File: config.mk
export PLATFORM = sky130hd
export DESIGN_NAME = cnu_min_tracker
export DESIGN_NICKNAME = d
export VERILOG_FILES = /design/src/rtl/cnu_min_tracker.sv
export SDC_FILE = /design/constraint.sdc
export NUM_CORES = 1
export LEC_CHECK = 0
export CAP_MARGIN = 40
export CORE_MARGIN = 2
export CORE_UTILIZATION = 40
export DETAILED_ROUTE_END_ITERATION = 7
export PLACE_DENSITY = 0.58
export SLEW_MARGIN = 30
export SYNTH_ARGS = -nofsm -noshare
export SYNTH_HDL_FRONTEND = slang
export SYNTH_SLANG_ARGS = --single-unit
File: constraint.sdc
create_clock -name CLK -period 4.84 [get_ports CLK]
set_input_delay 0.484 -clock CLK [delete_from_list [all_inputs] [get_ports CLK]]
set_output_delay 0.484 -clock CLK [all_outputs]
set_load 0.01 [all_outputs]
File: src/rtl/cnu_min_tracker.sv
// Serial min-sum row tracker for the check node unit: converts each incoming message to
// sign-magnitude and keeps min1/min2/index/signs, publishing the summary once per row.
module cnu_min_tracker #(
    parameter int unsigned W   = 6,
    parameter int unsigned DEG = 6,
    parameter int unsigned IW  = $clog2(DEG)
) (
    input  logic           CLK,
    input  logic           RST_N,
    input  logic           IN_VALID,
    input  logic [W-1:0]   IN_DATA,
    output logic           OUT_VALID,
    output logic [W-2:0]   MIN1,
    output logic [W-2:0]   MIN2,
    output logic [IW-1:0]  MIN1_IDX,
    output logic [DEG-1:0] SIGNS,
    output logic           SIGN_XOR
);

    localparam logic [IW-1:0] LastIdx = IW'(DEG - 1);

    logic [W-1:0]   neg;
    logic [W:0]     carry;
    logic [W-2:0]   mag;
    logic           sign;
    logic           last;

    logic [IW-1:0]  cnt_q;
    logic [W-2:0]   m1_q, m1_d;
    logic [W-2:0]   m2_q, m2_d;
    logic [IW-1:0]  idx_q, idx_d;
    logic [DEG-1:0] sgn_q, sgn_d;
    logic           sx_q, sx_d;

    // Two's complement negation as an inverted operand through a ripple of full adders (+1).
    always_comb begin
        carry[0] = 1'b1;
        neg      = '0;
        for (int i = 0; i < int'(W); i++) begin
            neg[i]       = ~IN_DATA[i] ^ carry[i];
            carry[i + 1] = ~IN_DATA[i] & carry[i];
        end
    end

    // Only the most negative input still has its MSB set after negation; saturate it.
    assign sign = IN_DATA[W-1];
    assign mag  = !sign ? IN_DATA[W-2:0] : (neg[W-1] ? '1 : neg[W-2:0]);
    assign last = (cnt_q == LastIdx);

    always_comb begin
        m1_d  = m1_q;
        m2_d  = m2_q;
        idx_d = idx_q;
        sgn_d = sgn_q;
        sx_d  = sx_q;
        if (mag < m1_q) begin
            m2_d  = m1_q;
            m1_d  = mag;
            idx_d = cnt_q;
        end else if (mag < m2_q) begin
            m2_d = mag;
        end
        sgn_d[cnt_q] = sign;
        sx_d         = sx_q ^ sign;
    end

    always_ff @(posedge CLK or negedge RST_N) begin
        if (!RST_N) begin
            cnt_q     <= '0;
            m1_q      <= '1;
            m2_q      <= '1;
            idx_q     <= '0;
            sgn_q     <= '0;
            sx_q      <= 1'b0;
            OUT_VALID <= 1'b0;
            MIN1      <= '0;
            MIN2      <= '0;
            MIN1_IDX  <= '0;
            SIGNS     <= '0;
            SIGN_XOR  <= 1'b0;
        end else begin
            OUT_VALID <= IN_VALID && last;
            if (IN_VALID) begin
                if (last) begin
                    MIN1     <= m1_d;
                    MIN2     <= m2_d;
                    MIN1_IDX <= idx_d;
                    SIGNS    <= sgn_d;
                    SIGN_XOR <= sx_d;
                    cnt_q    <= '0;
                    m1_q     <= '1;
                    m2_q     <= '1;
                    idx_q    <= '0;
                    sgn_q    <= '0;
                    sx_q     <= 1'b0;
                end else begin
                    cnt_q <= cnt_q + 1'b1;
                    m1_q  <= m1_d;
                    m2_q  <= m2_d;
                    idx_q <= idx_d;
                    sgn_q <= sgn_d;
                    sx_q  <= sx_d;
                end
            end
        end
    end

endmodule

======== Word-level counts from Yosys, hierarchy flattened ========
Index checks and enable logic that the tools add are counted.
operators by class
  $add $sub $neg .......................... 1
  $lt $le $gt $ge ......................... 4
  eq/ne operators ......................... 1
  multiplexer cells ....................... 15
  bitwise logic cells ..................... 16
  reductions and logical operators ........ 3
operator list
  kind                 count
  $mux 5               7
  $lt 5x5->1           2
  $mux 3               3
  $bwmux 6             1
  $mux 6               1
  $not 1->1            6
  $xor 1x1->1          6
  $and 1x1->1          4
  $lt 3x4->1 const B   1
  $add 3x1->3 const B  1
  $demux 1 s3          1
  $eq 3x3->1 const B   1
  $ge 3x1->1 const B   1
  $logic_and 1x1->1    2
  $mux 1               2
  $reduce_and 2->1     1
word-level totals
  bits in registers ....................... 44
  input bits .............................. 9
  output and inout port bits .............. 21
  word-level logic and storage cells ...... 52

======== Logic depth before layout (Yosys ltp) ========
Gate-level depths: netlist of run 1.
  depth after elaboration ................. 12
  depth in mapped cells ................... 15

======== Worst setup path after synthesis of run 1 ========
Ideal clock, no wire load.
  kind .................................... input to register
  start ................................... input IN_DATA[0]
  end ..................................... register MIN2[3]
  arrival ................................. 2.847 ns
  setup slack ............................. 1.860 ns
  stages on the path ...................... 15
  path buffers ............................ 1
  cells stage by stage .................... inv_1 > ha_1 > ha_1 > ha_1 > ha_1 > nand2b_1 > nor2_1 > a21oi_1 > ha_1 > a21oi_1 > o21ai_0 > or2_1 > clkbuf_1 > mux2i_1 > o211ai_1
between the ends
  cells in the longest elaborated chain, start to end .. 11
  elaborated cells between the ends (all ways) .. 16
  classes of those cells .................. 2 x order compare; 4 x mux; 10 x bitwise
RTL lines
  item                      RTL line  text
  start, declared           11        input logic [W-1:0] IN_DATA,
  $not 1->1                 41        carry[i + 1] = ~IN_DATA[i] & carry[i];
  $and 1x1->1 (4 in a row)  41
  $xor 1x1->1               40        neg[i] = ~IN_DATA[i] ^ carry[i];
  $mux 5                    47        assign mag = !sign ? IN_DATA[W-2:0] : (neg[W-1] ? '1 : neg[W-2:0]);
  $mux 5 (*)                47
  $lt 5x5->1                60        end else if (mag < m2_q) begin
  $mux 5                    60
  $mux 5 (*)                56        if (mag < m1_q) begin
  end signal, assigned      86        MIN2 <= m2_d;
  end, declared             14        output logic [W-2:0] MIN2,
Every way passes the cells marked *; elsewhere a longest branch is shown, timed or not.
A chain may end at the register's enable or synchronous reset.

======== Worst setup path after layout of run 1 ========
  start ................................... input IN_DATA[0]
  end ..................................... register idx_q[0]
between the ends
  cells in the longest elaborated chain, start to end .. 11
  elaborated cells between the ends (all ways) .. 15
  classes of those cells .................. 1 x order compare; 4 x mux; 10 x bitwise
RTL lines
  item                      RTL line  text
  $not 1->1                 41
  $and 1x1->1 (4 in a row)  41
  $xor 1x1->1               40
  $mux 5                    47
  $mux 5 (*)                47
  $lt 5x5->1 (*)            56
  $mux 3 (*)                56
  $mux 3 (*)                84        if (last) begin
  end signal, assigned      100       idx_q <= idx_d;
  end, declared             31        logic [IW-1:0] idx_q, idx_d;
Marks and branches as above.

==> run summary, run 1 <==
Post-synth cell types: 44
Placed inst area: 2620 um^2
WHS: 0.187 ns
Postcts setup bufs: 0
Die width: 79.2 um
Max_cap viols: 0
First-pass GRT wire length: 8240 um
Clock Tree Buf Depth: 2
DRC Markers: 0
Max Transition Viols Final: 0
Share of post-route cells with drive strength above 1: 10.6%
Chip height: 79.2 um
Avg Inst Size Synth: 9.51 um^2
Worst Slack Setup Final: 1.06 ns
Flops & latches, synth: 43
Per-cell routed wire length: 14.5 um
Most frequent cells in the layout: nand2_1, dfrtp_1, clkdlybuf4s50_1, nand3_1, inv_1
Commonest non-fill, non-tap cell in the layout: nand2_1
Filler Cell Count: 539
Setup Crit Path Kind: in -> reg
Required time worst endpoint: 5.03 ns
Startpoint class of the critical path: input pin
Final setup viols: 0
Fin nets: 285
Die ar.: 6280 um^2
TritonCTS Buffers: 5
FP Rows: 27
CTS hold repair buffers: 0
Mapped cell area: 2260 um^2
Vias in the first global route: 1,594
Synth top area cells: dfrtp_1, dfstp_2, nand2_1, ha_1, nand3_1
Initial antenna violation count: 0
WP buf/inv: 2
Crit path DAT: 3.97 ns
Total congestion overflow: 0
WL final: 4880 um
Ports: 30
Yosys top cell by area: dfrtp_1
Clock sinks: 43
Post-route design area: 2730 um^2
RePlAce Congestion: 0.784
EDFF count, synth: 0
Final Hold Vio Count: 0
Cells after Synth: 238
Worst Hold Class: in -> async
Top-area cell type share of the netlist area: 36.5%
Async set-reset flop share out of synthesis: 100%
Setup TNS: 0 ns
Min Tclk post-route: 3.78 ns
Worst path slowest cell: a32o_1
TritonCTS clock tree: built
Half-perimeter wire length after detailed placement: 3510 um
RSZ-0062 raised after global routing: false
Tightest Pin Transition: 0.651 ns
Crit path capture type: register
Most Frequent Cell on Critical Path: ha_1
Core Footprint: 5470 um^2
Status: finished clean
Worst VDD drop: 0.192 mV
Final worst-path cycle share: 78.1%
Max incr delay on CP: 0.50 ns
Clk_lat worst skew: 0.29 ns
Root Driver: clkbuf_8
Vias: 1,760
All-layer global routing usage: 16.8%
Layout Skew: 0.00429 ns
Syn nets: 259
Ys flop type: dfrtp_1
Port bufs: 29
Peak fanout along the critical path: 13
Critical-path cell list: clkdlybuf4s50_1 > inv_1 > ha_1 > ha_1 > ha_1 > ha_1 > nand2b_1 > nor2_1 > a21oi_1 > ha_1 > o21a_1 > o21ai_1 > a32o_1 > o21ai_1 > a22o_1
Sequential element share of the synthesized area: 48.1%
Final core utilization: 49.8%
Diode count: 0
Vias per cell: 5.22
Pwr dens: 629 nW/um^2
Leakage: 1.25 nW
DR iter-0 viols: 129
Max Clock Freq: 265 MHz
Area Overhead vs Synth: 20.5%
DR pass1 iterations: 4
Warnings, synthesis: 0
Family with the most delay on the worst path: compound AO/OA/AOI/OAI gates
Starting Density: 41.4%
Clock transition at the registers of the reported paths: 0.08 ns
Pin count of the biggest net entering global routing: 25
Worst rel slew slack: 56.4%
Antenna-violating nets left: 0
DP Worst Slack: 0.736 ns
Post-CTS sizing: 0
H-tree depth: 2
==> state kept, by name, summed over array words and instances, names as in the netlist, 3 cells and up <==
name,count
sgn_q,5
cnt_q,3
MIN1_IDX,3
MIN1,5
m1_q,5
m2_q,5
MIN2,5
idx_q,3
SIGNS,6
==> layout make-up <==
cell class	count	area [um^2]	share of cell area [%]
flip-flops and latches	43	1090	39.9
multi-input cells	162	1030	37.8
repair buffers	33	335	12.3
well taps	72	90.1	3.30
inverters	19	71.3	2.61
clock buffers	5	68.8	2.52
clock inverters	3	43.8	1.61
==> cells in the mapped netlist, drive strengths merged (2+ instances only) <==
cell type	number
a21o	2
a21oi	15
a22o	2
a22oi	2
buf	7
clkbuf	7
dfrtp	33
dfstp	10
ha	12
inv	18
mux2i	5
nand2	41
nand3	21
nor2	11
nor3	2
o211ai	4
o21a	2
o21ai	16
o22a	2
o32a	4
o32ai	4
==> cell families (layout without fill, tap and decap cells) <==
group | count (synthesis) | in the layout | synth area share, %
flip-flops | 43 | 43 | 48.1
AO/OA/AOI/OAI | 62 | 62 | 20.0
XOR/XNOR | 2 | 2 | 0.774
AND/OR/NAND/NOR | 80 | 80 | 15.4
multiplexers | 6 | 6 | 2.71
adder cells (fa/ha/maj) | 12 | 12 | 6.63
buffers and inverters | 33 | 60 | 6.41
==> report_power, final <==
group	switching, W	total (W)	leakage (nW)	internal [W]
Clock	0.000127	0.000281	0.0581	0.000154
Sequential	0.000139	0.000687	0.519	0.000548
Combinational	0.000385	0.000749	0.675	0.000364
==> per-stage QoR <==
| step | power [W] | std cells |
|---|---|---|
| 6_report | 0.00172 | 337 |
| 5_1_grt | 0.00186 | 337 |
| 3_5_place_dp | 0.00145 | 329 |
| 3_3_place_gp | 0.00144 | 328 |
| 2_1_floorplan | 0.00116 | 238 |
| 4_1_cts | 0.00173 | 337 |
==> metal layers <==
metal	up-vias	global-route usage, %	part of all wire [%]
met2	55	22.5	41
met5	-	0	0
met4	0	4.14	1.1
li1	891	-	-
met3	5	3.18	6.1
met1	809	27.2	52
==> final timing paths <==
path                                  start  slack (ns)           to  cells after the start
worst max-delay path             IN_DATA[0]        1.06     idx_q[0]                     15
worst min-delay path                  RST_N        0.19     cnt_q[1]                      1
worst max register to register      m1_q[2]        2.45     idx_q[0]                      7
worst min register to register  MIN1_IDX[2]        0.47  MIN1_IDX[2]                      2
max in group asynchronous             RST_N        4.16      MIN1[4]                      2
min in group CLK                MIN1_IDX[2]        0.47  MIN1_IDX[2]                      2
Power figures use the tool's default switching activity.
==> run 2: changes to the inputs <==
==> constraint.sdc (replaced) <==
create_clock -name CLK -period 3.67 [get_ports CLK]
set_input_delay 0.367 -clock CLK [delete_from_list [all_inputs] [get_ports CLK]]
set_output_delay 0.367 -clock CLK [all_outputs]
set_load 0.01 [all_outputs]
==> run 2 against run 1 <==
Effect of this change: non-clock buffer count grew 10; flip-flop and latch count is the same; register-to-register slack lost 0.94 ns; clock skew grew 0.0034 ns; critical endpoint is now m2_q[2]; largest power group unchanged.
==> run summary, run 2 (synthesis gave the netlist of run 1 again) <==
First-pass GRT wire length: 8790 um
Worst Setup SP: IN_DATA[1]
Leakage: 1.29 nW
Pin count of the biggest net entering global routing: 25
Commonest non-fill, non-tap cell in the layout: nand2_1
Die ar.: 6280 um^2
Core Footprint: 5470 um^2
Layout Skew: 0.00769 ns
P_int: 0.00141 W
FP Rows: 27
Initial antenna violation count: 0
Required time worst endpoint: 3.88 ns
Met2 Use GR: 27.4%
Fin nets: 295
Crit path DAT: 3.57 ns
Min Tclk post-route: 3.36 ns
Root Driver: clkbuf_8
DR pass1 iterations: 4
Final setup viols: 0
Crit path capture type: register
RSZ-0062 raised after global routing: false
Met3 Track Usage GR: 3.64%
Worst Hold Class: reg -> reg
Largest register by flop count: SIGNS
Post-route design area: 2800 um^2
All-layer global routing usage: 18.1%
Clk_lat worst skew: 0.29 ns
Family with the most delay on the worst path: compound AO/OA/AOI/OAI gates
Clock sinks: 43
Antenna-violating nets left: 0
Max_cap viols: 0
Sequential share of power: 39.7%
Switching share of power: 38.2%
DR iter-0 viols: 177
Cell depth of the worst setup path: 16
M1 GR Usage: 26.4%
Peak fanout along the critical path: 10
DRC Markers: 0
Final Hold Vio Count: 0
WL final: 5170 um
Setup Crit Path Kind: in -> reg
Area Overhead vs Synth: 23.9%
Clock transition at the registers of the reported paths: 0.08 ns
Critical-path cell list: clkdlybuf4s50_1 > inv_1 > ha_1 > ha_1 > ha_1 > ha_1 > nand2b_1 > nor2_1 > a21oi_1 > ha_1 > o21a_1 > o21ai_1 > a32oi_4 > buf_4 > o32ai_1 > a21oi_1
P_sw: 0.000872 W
WP buf/inv: 3
Most Frequent Cell on Critical Path: ha_1
Status: finished clean
Total congestion overflow: 0
Half-perimeter wire length after detailed placement: 3840 um
Placed inst area: 2690 um^2
Startpoint class of the critical path: input pin
Worst hold start: MIN1_IDX[0]
Post-CTS sizing: 0
Diode count: 0
Worst rel slew slack: 63.2%
Worst VDD drop: 0.240 mV
FF-to-FF path depth: 8
Worst path slowest cell: clkdlybuf4s50_1
Setup TNS: 0 ns
Starting Density: 41.4%
Ports: 30
Max incr delay on CP: 0.39 ns
Clock Tree Buf Depth: 2
Vias in the first global route: 1,760
Largest register FFs: 6
Pwr dens: 813 nW/um^2
Vias per cell: 5.36
Layer with the highest usage: met2
Combinational power share: 45.7%
Cells on Worst Hold Path: 2
Chip height: 79.2 um
Share of post-route cells with drive strength above 1: 13.5%
DP Worst Slack: 0.0450 ns
Worst Slack Setup Final: 0.306 ns
Vias: 1,859
Most frequent cells in the layout: nand2_1, dfrtp_1, clkdlybuf4s50_1, nand3_1, inv_1
Max Clock Freq: 297 MHz
Die width: 79.2 um
Clock power frac: 14.5%
Port bufs: 29
TritonCTS Buffers: 5
Tightest Pin Transition: 0.552 ns
RePlAce Congestion: 0.797
TritonCTS clock tree: built
Per-cell routed wire length: 14.9 um
Max Transition Viols Final: 0
Reg-to-Reg Start: m1_q[2]
H-tree depth: 2
Final worst-path cycle share: 91.7%
[run 2: final cells by class]
class	instances	area, um^2
multi-input cells	162	1030
well taps	72	90.1
clock buffers	7	96.3
clock inverters	1	7.51
inverters	19	71.3
repair buffers	43	420
flip-flops and latches	43	1090
fillers	540	2670
[run 2: path summary, 6_finish.rpt]
| kind | to | slack, ns |
|---|---|---|
| max | m2_q[2] | 0.31 |
| min | MIN1_IDX[0] | 0.47 |
| max reg2reg | m2_q[2] | 1.51 |
| min reg2reg | MIN1_IDX[0] | 0.47 |
| max in group asynchronous | MIN1[4] | 2.60 |
| min in group asynchronous | sgn_q[1] | 0.49 |
[run 2: power groups by stage]
| stage | clock network, W | registers (W) | logic [W] |
|---|---|---|---|
| after floorplan | 0 | 0.000889 | 0.000644 |
| after global placement | 0 | 0.000906 | 0.00103 |
| after detailed placement | 0 | 0.000915 | 0.00104 |
| after CTS | 0.000347 | 0.000905 | 0.00105 |
| after global routing | 0.000368 | 0.000941 | 0.00116 |
| final | 0.000332 | 0.000905 | 0.00104 |
[run 2: per-stage QoR]
stage	utilization, %	instances	hold WS, ns	total power (W)
floorplan	-	238	0.0714	0.00153
global placement	48.4	336	0.452	0.00194
detailed placement	49.2	338	0.287	0.00196
CTS	51.2	347	0.478	0.00230
global route	51.2	347	0.508	0.00247
finish	51.2	347	0.471	0.00228
[run 2: repair_timing]
item                                    4_1_cts  5_1_grt
setup buffers                                 0        0
endpoints found under the setup margin        0        0
hold buffers                                  1        0
hold endpoints to repair                      6        0
[run 2: per-layer routing]
metal | wire (um) | vias to the layer above | part of all wire [%]
met5 | 0 | - | 0
li1 | - | 907 | -
met4 | 81 | 0 | 1.6
met2 | 2200 | 66 | 43
met1 | 2600 | 879 | 50
met3 | 289 | 7 | 5.6
[run 2: worst register-to-register path: cells and delay by family (launching register included)]
family	cells	cell delay (ns)
DFF	1	0.57
buffers and inverters	2	0.27
adders and majority gates	1	0.28
AOI/OAI and AO/OA	5	0.95
==> run 3: changes to the inputs <==
--- a/config.mk
+++ b/config.mk
@@ -5,7 +5,7 @@
 export SDC_FILE = /design/constraint.sdc
 export NUM_CORES = 1
 export LEC_CHECK = 0
-export CAP_MARGIN = 40
+export CAP_MARGIN = 15
 export CORE_MARGIN = 2
 export CORE_UTILIZATION = 40
 export DETAILED_ROUTE_END_ITERATION = 7
==> run 3 against run 2 <==
Effect of this change: clock skew is 0.0013 ns lower; critical endpoint unchanged; largest power group unchanged; largest cell class unchanged; clock-buffer cell count is 2 lower; global-route usage is 0.32 points lower.
==> run summary, run 3 (synthesis gave the netlist of run 1 again) <==
Final Hold Vio Count: 0
Required time worst endpoint: 3.89 ns
Max Clock Freq: 300 MHz
Peak fanout along the critical path: 10
All-layer global routing usage: 17.8%
Clock transition at the registers of the reported paths: 0.09 ns
Min Tclk post-route: 3.34 ns
Crit path DAT: 3.55 ns
WP buf/inv: 3
Die width: 79.2 um
P_int: 0.00144 W
TritonCTS Buffers: 5
H-tree depth: 2
Max Transition Viols Final: 0
Worst rel slew slack: 64.1%
Half-perimeter wire length after detailed placement: 3640 um
Port bufs: 29
Status: finished clean
Vias in the first global route: 1,715
Clock sinks: 43
Switching share of power: 38.0%
Max incr delay on CP: 0.40 ns
P_sw: 0.000880 W
CTS hold repair buffers: 0
DRC Markers: 0
Share of post-route cells with drive strength above 1: 12.9%
Setup Crit Path Kind: in -> reg
Family with the most delay on the worst path: compound AO/OA/AOI/OAI gates
Clk_lat worst skew: 0.30 ns
Total power: 0.00231 W
Diode count: 0
Initial antenna violation count: 0
RePlAce Congestion: 0.797
Starting Density: 41.4%
DR pass1 iterations: 4
Clock Tree Buf Depth: 2
Worst VDD drop: 0.254 mV
Most Frequent Cell on Critical Path: ha_1
Most frequent cells in the layout: nand2_1, dfrtp_1, clkdlybuf4s50_1, nand3_1, inv_1
Postcts setup bufs: 0
Vias per cell: 5.26
Leakage: 1.28 nW
Max_cap viols: 0
TritonCTS clock tree: built
FP Rows: 27
Worst path slowest cell: clkdlybuf4s50_1
Clock power frac: 16.1%
Tightest Pin Transition: 0.538 ns
Antenna-violating nets left: 0
WL final: 5080 um
Setup TNS: 0 ns
Crit path capture type: register
DR iter-0 viols: 152
Worst Hold Class: in -> async
Largest register FFs: 6
Chip height: 79.2 um
Die ar.: 6280 um^2
Per-cell routed wire length: 14.8 um
Final setup viols: 0
Commonest non-fill, non-tap cell in the layout: nand2_1
Area Overhead vs Synth: 22.1%
Final worst-path cycle share: 90.9%
RSZ-0062 raised after global routing: false
Combinational power share: 44.8%
Largest register by flop count: SIGNS
Post-CTS sizing: 0
Critical-path cell list: clkdlybuf4s50_1 > inv_1 > ha_1 > ha_1 > ha_1 > ha_1 > nand2b_1 > nor2_1 > a21oi_1 > ha_1 > o21a_1 > o21ai_1 > a32oi_4 > buf_4 > o32ai_1 > a21oi_1
Fin nets: 292
Ports: 30
Vias: 1,809
Root Driver: clkbuf_8
Core Footprint: 5470 um^2
Startpoint class of the critical path: input pin
Pin count of the biggest net entering global routing: 44
Layout Skew: 0.00636 ns
Pwr dens: 838 nW/um^2
First-pass GRT wire length: 8580 um
Total congestion overflow: 0
Sequential share of power: 39.1%
## run 3: final cells by class
cell class,instances,area (um^2)
Tap cell,72,90.1
Clock buffer,5,68.8
Timing Repair Buffer,40,370
Multi-Input combinational cell,162,1030
Clock inverter,3,43.8
Inverter,19,71.3
Sequential cell,43,1090
Fill cell,545,2710
## run 3: power groups by stage
stage	Sequential [W]	Combinational (W)	Clock (W)
finish	0.000905	0.00104	0.000373
floorplan	0.000889	0.000644	0
CTS	0.000905	0.00104	0.000383
global placement	0.000906	0.00103	0
detailed placement	0.000915	0.00104	0
global route	0.000938	0.00115	0.000409
## run 3: metal layers
metal  GRT usage, %  wire length, um
met1           26.2             2650
met2           25.9             2150
met3           3.64              206
met4           6.21               73
met5              0                0
## run 3: metrics by stage
stage	utilization (%)	area [um^2]	setup WS (ns)	hold WS, ns	cells
floorplan	-	2260	0.807	0.0714	238
detailed placement	48.4	2650	0.0428	0.459	336
global route	50.5	2760	0.121	0.0680	344
finish	50.5	2760	0.334	0.0393	344
global placement	48.4	2650	0.0974	0.452	336
CTS	50.4	2760	0.369	0.244	344
## run 3: path summary, 6_finish.rpt
check	startpoint	endpoint	slack, ns	cells after the start
setup / recovery	IN_DATA[1]	m2_q[2]	0.33	16
hold / removal	RST_N	sgn_q[2]	0.04	1
setup reg to reg	m1_q[2]	m2_q[2]	1.53	8
hold reg to reg	MIN1_IDX[0]	MIN1_IDX[0]	0.47	2
max in group asynchronous	RST_N	m1_q[4]	3.24	1
min in group CLK	MIN1_IDX[0]	MIN1_IDX[0]	0.47	2
